$ cat src/rtl/mem_arbiter_pkg.sv
// Shared CPU/memory types for the RAM arbiter: word, RAM status, grant state
// and the request payload the arbiter presents to the RAM.
package mem_arbiter_pkg;

  localparam int unsigned WORD_W   = 32;
  localparam int unsigned STREAK_W = 4;

  typedef logic [WORD_W-1:0]   word_t;
  typedef logic [STREAK_W-1:0] streak_t;

  typedef enum logic [1:0] {
    FREE   = 2'd0,
    BUSY   = 2'd1,
    ACCESS = 2'd2,
    ERROR  = 2'd3
  } ramstate_t;

  typedef enum logic [1:0] {
    IDLE   = 2'd0,
    IGRANT = 2'd1,
    DGRANT = 2'd2
  } arb_state_t;

  // One RAM transaction as driven by the arbiter.
  typedef struct packed {
    logic  ren;
    logic  wen;
    word_t addr;
    word_t store;
  } ram_req_t;

endpackage

$ cat src/rtl/mem_arbiter.sv
// Grants the single-port RAM to instruction fetch or data access, data first.
// Optional anti-starvation streak guard under `ARB_FAIRNESS_EN.
module mem_arbiter
  import mem_arbiter_pkg::*;
#(
  parameter int unsigned MAX_DSTREAK = 4
) (
  input  logic      CLK,
  input  logic      nRST,
  input  logic      iREN,
  input  word_t     iaddr,
  output logic      iwait,
  output word_t     iload,
  input  logic      dREN,
  input  logic      dWEN,
  input  word_t     daddr,
  input  word_t     dstore,
  output logic      dwait,
  output word_t     dload,
  output logic      ramREN,
  output logic      ramWEN,
  output word_t     ramaddr,
  output word_t     ramstore,
  input  word_t     ramload,
  input  ramstate_t ramstate
);

  if ((MAX_DSTREAK == 0) || (MAX_DSTREAK > 15)) begin : g_bad_max_dstreak
    $error("MAX_DSTREAK must be in 1..15");
  end

  arb_state_t state;
  ram_req_t   ram_req;
  logic       data_req;
  logic       ram_ack;
  logic       i_ack;
  logic       d_ack;
  logic       force_i;

  assign data_req = dREN | dWEN;
  assign ram_ack  = (ramstate == ACCESS);
  assign i_ack    = (state == IGRANT) && ram_ack;
  assign d_ack    = (state == DGRANT) && ram_ack;

  assign iwait = iREN && !i_ack;
  assign dwait = data_req && !d_ack;
  assign iload = ramload;
  assign dload = ramload;

`ifdef ARB_FAIRNESS_EN
  localparam streak_t MAX_S = streak_t'(MAX_DSTREAK);

  streak_t streak;

  // Consecutive data completions seen while a fetch was left waiting.
  always_ff @(posedge CLK or negedge nRST) begin
    if (!nRST) begin
      streak <= '0;
    end else if (iREN && i_ack) begin
      streak <= '0;
    end else if (data_req && d_ack) begin
      if (!iREN) begin
        streak <= '0;
      end else if (streak != MAX_S) begin
        streak <= streak + streak_t'(1);
      end
    end
  end

  assign force_i = iREN && (streak == MAX_S);
`else
  assign force_i = 1'b0;
`endif

  // Grant state; every completion or abandon returns through IDLE.
  always_ff @(posedge CLK or negedge nRST) begin
    if (!nRST) begin
      state <= IDLE;
    end else begin
      case (state)
        IDLE: begin
          if (force_i)       state <= IGRANT;
          else if (data_req) state <= DGRANT;
          else if (iREN)     state <= IGRANT;
        end
        IGRANT: begin
          if (!iREN || ram_ack) state <= IDLE;
        end
        DGRANT: begin
          if (!data_req || ram_ack) state <= IDLE;
        end
        default: state <= IDLE;
      endcase
    end
  end

  // RAM request follows the granted requester; a write suppresses the read.
  always_comb begin
    ram_req = '0;
    case (state)
      IGRANT: begin
        ram_req.ren  = iREN;
        ram_req.addr = iaddr;
      end
      DGRANT: begin
        ram_req.addr = daddr;
        ram_req.wen  = dWEN;
        ram_req.ren  = dREN && !dWEN;
        if (dWEN) ram_req.store = dstore;
      end
      default: ;
    endcase
  end

  assign ramREN   = ram_req.ren;
  assign ramWEN   = ram_req.wen;
  assign ramaddr  = ram_req.addr;
  assign ramstore = ram_req.store;

endmodule

$ cat config.mk
export PLATFORM = sky130hd
export DESIGN_NAME = mem_arbiter
export DESIGN_NICKNAME = d
export VERILOG_FILES = /design/src/rtl/mem_arbiter_pkg.sv /design/src/rtl/mem_arbiter.sv
export SDC_FILE = /design/constraint.sdc
export NUM_CORES = 1
export LEC_CHECK = 0
export CORE_AREA = 2 2 103 105
export DETAILED_ROUTE_END_ITERATION = 6
export DIE_AREA = 0 0 105 107
export PLACE_DENSITY_LB_ADDON = 0.15
export SYNTH_ARGS = -nofsm -noshare
export SYNTH_HDL_FRONTEND = slang
export SYNTH_SLANG_ARGS = --single-unit
$ cat constraint.sdc
create_clock -name CLK -period 2.15 [get_ports CLK]
set_input_delay 0.645 -clock CLK [delete_from_list [all_inputs] [get_ports CLK]]
set_output_delay 0.645 -clock CLK [all_outputs]
set_load 0.02 [all_outputs]
==> reports/qor.yml <==
floorplanning:
  initial_core_util: 0.1433
  die_x_um: 105
  fp.coreArea_um2: 10090
  dieHeight_um: 107
  die-area_um2: 11240
  io_pins: 267
  rows: 37
critical_path:
  crit_path_end: "ramaddr[4]"
  cp.required_ps: 1500
  reg2reg_to: "state[0]"
  ff2ff_setup_slack_ps: 540
  critPathKind: "flop to output pin"
  path_max_fanout: 15
  crit_arrival_ps: 1520
  endpoint_kind: "output pin"
  start_kind: "flop"
  worstRegToRegCells: 9
  crit_path_start: "state[0]"
  timing.rr.start: "state[0]"
sta:
  finalHoldViolations: 0
  finalMaxSlewViolations: 0
  tightestPinTransition_ps: 185.6
  rsz0062_at_grt: "true"
  skew_ps: 1.391
  fmax_mhz: 461.2
  finalWorstSetupSlack_ps: -18.49
  period_minus_slack_ps: 2168
  period_share: 1.009
  relSlewSlack: 0.8757
  setup_viol: 11
routing:
  drt_first_pass_iters: 4
  num_vias: 1799
  wire_per_inst_um: 15.55
  drc: 0
  drt-initial-drc-count: 51
  antenna_left: 0
  routed_via_density: 3.919
  wl_um: 7136
layout:
  syn_to_final_growth_pct: 113.0
  antenna-diode-count: 0
  final_nets: 465
  post_route_cells_drive_above_1_share: 0.3839
  reg_top3: "state x2"
  final_cells: 459
  largest_reg_flops: 2
  fill_cells: 1151
  regMostFlops: "state"
clock_network:
  cts_sinks: 2
  htreeDepth: 1
  cts.clk_slew.worst_paths_ps: 30
  cts_buffer_depth: 2
  cts_tree: "done"
  insertion_delay_ps: 210
  root_buffer: "clkbuf_8"
  cts_made_buffers: 3
logic_synthesis:
  syn_inst: 205
  synth.avg_cell_area_um2: 7.056
  synth_seq_area_share: 0.03460
  yosysWarnings: 0
  ys_ff_latch: 2
  netlist-cell-type-count: 21
  synth_area_um2: 1446
  mappedNetlistNets: 345
global_route:
  grt_max_degree: 36
  grt_pass1_vias: 1823
  antenna_found_initial: 0
  grt_overflow: 0
  grt_pass1_wl_um: 10120
  grt.total_usage: 0.1119
power_and_ir_drop:
  p_leak_nw: 1.382
  peakVddDrop_mv: 0.7082
  power.total_mw: 3.117
  p_per_area_nw_per_um2: 1012
status:
  violations: "negative setup slack"
  outcome: "finished with violations"
place:
  port_buffers: 170
  post-place-cells: 448
  dp_hpwl_um: 5031
  gp_congestion: 0.7274
job:
  cap_violations: 0
hold_path:
  min_path_type: "input pin to asynchronous set/reset pin"
[stage by stage]
stage / hold slack (ps) / setup WS (ps) / util / setup TNS (ps) / area [um2]
after floorplan: 349.4 / 148.4 / - / 0 / 1446
after global placement: 644.4 / -657.3 / 0.2912 / -34600 / 2939
after detailed placement: 646.2 / -640.5 / 0.2912 / -34650 / 2939
after CTS: 598.5 / -71.64 / 0.2808 / -120.4 / 2834
after global routing: 601.2 / -92.93 / 0.3052 / -2488 / 3080
final: 601.9 / -18.49 / 0.3052 / -76.27 / 3080
[layer usage]
layer  routed length (um)  GRT usage
met4                   55    0.02000
met5                    0          0
met2                 3945     0.2226
met3                  437    0.02067
met1                 2698     0.1234
[cells in the mapped netlist]
| cell | n | share of area |
|---|---|---|
| nor2_1 | 1 | 0.0026 |
| o21ai_0 | 2 | 0.0069 |
| buf_4 | 66 | 0.34 |
| dfrtp_1 | 2 | 0.035 |
| o22ai_1 | 1 | 0.0043 |
| and3_1 | 32 | 0.14 |
| nand2_1 | 3 | 0.0078 |
| buf_6 | 1 | 0.0078 |
| a22oi_1 | 32 | 0.17 |
| inv_1 | 3 | 0.0078 |
| ha_1 | 5 | 0.043 |
| buf_2 | 9 | 0.031 |
| a31oi_1 | 1 | 0.0043 |
| nor2b_1 | 32 | 0.14 |
| o21ai_4 | 1 | 0.011 |
| a21oi_1 | 3 | 0.010 |
| clkbuf_1 | 6 | 0.016 |
| a21oi_2 | 1 | 0.0061 |
| o21ba_1 | 1 | 0.0069 |
| and2b_1 | 1 | 0.0052 |
| and2_1 | 2 | 0.0086 |
[logic make-up (layout without fill, tap and decap cells)]
family / after synthesis / count (layout) / synth area share
buffers and inverters: 85 / 203 / 0.4048
AND/OR/NAND/NOR: 71 / 71 / 0.3010
AO/OA/AOI/OAI: 42 / 42 / 0.2163
adder cells (fa/ha/maj): 5 / 5 / 0.04325
flip-flops: 2 / 2 / 0.03460
[layout by cell type (no fill, tap or decap), drive strengths merged, types with 3 or more instances in the layout]
master / Yosys / routed
nand2: 3 / 3
inv: 3 / 3
dlygate4sd2: 0 / 4
nor2b: 32 / 32
buf: 76 / 94
ha: 5 / 5
a21oi: 4 / 4
and3: 32 / 32
clkbuf: 6 / 4
o21ai: 3 / 3
a22oi: 32 / 32
clkdlybuf4s50: 0 / 97
[worst max-delay path, cell delays in order, from the launching register on]
cell and delay (ps):
dfrtp_1 380, inv_2 110, ha_4 240, buf_12 170, a22oi_1 90, nor2b_1 150, buf_4 170
[report_power, final]
part / internal (mW) / total [mW] / switching, mW
clock network: 0.118 / 0.145 / 0.0269
logic: 1.52 / 2.90 / 1.38
registers: 0.0547 / 0.0676 / 0.0128
total: 1.70 / 3.12 / 1.42
[timing repair]
item | CTS | global route
resized for setup | 312 | 66
endpoints found under the setup margin | 68 | 34
cloned | 3 | 1
pin swaps | 4 | 2
hold buffers | 0 | 0
buffers inserted | 2 | 2
[cell type report]
cell class / count / area (um2) / area share
tap: 136 / 170.2 / 0.05524
inverter: 3 / 11.26 / 0.003656
clock buffer: 3 / 41.29 / 0.01340
timing repair buffer: 197 / 1878 / 0.6097
sequential: 2 / 50.05 / 0.01625
multi-input combinational: 118 / 929.6 / 0.3018
[worst min path at each step]
stage	slack, ps	to	from	cells after the start
final	600	state[0]	nRST	1
after global routing	600	state[0]	nRST	1
after CTS	600	state[0]	nRST	1
after detailed placement	650	state[0]	state[0]	2
after global placement	640	state[0]	state[0]	2
after floorplan	350	state[0]	nRST	0
Power figures use the tool's default switching activity.
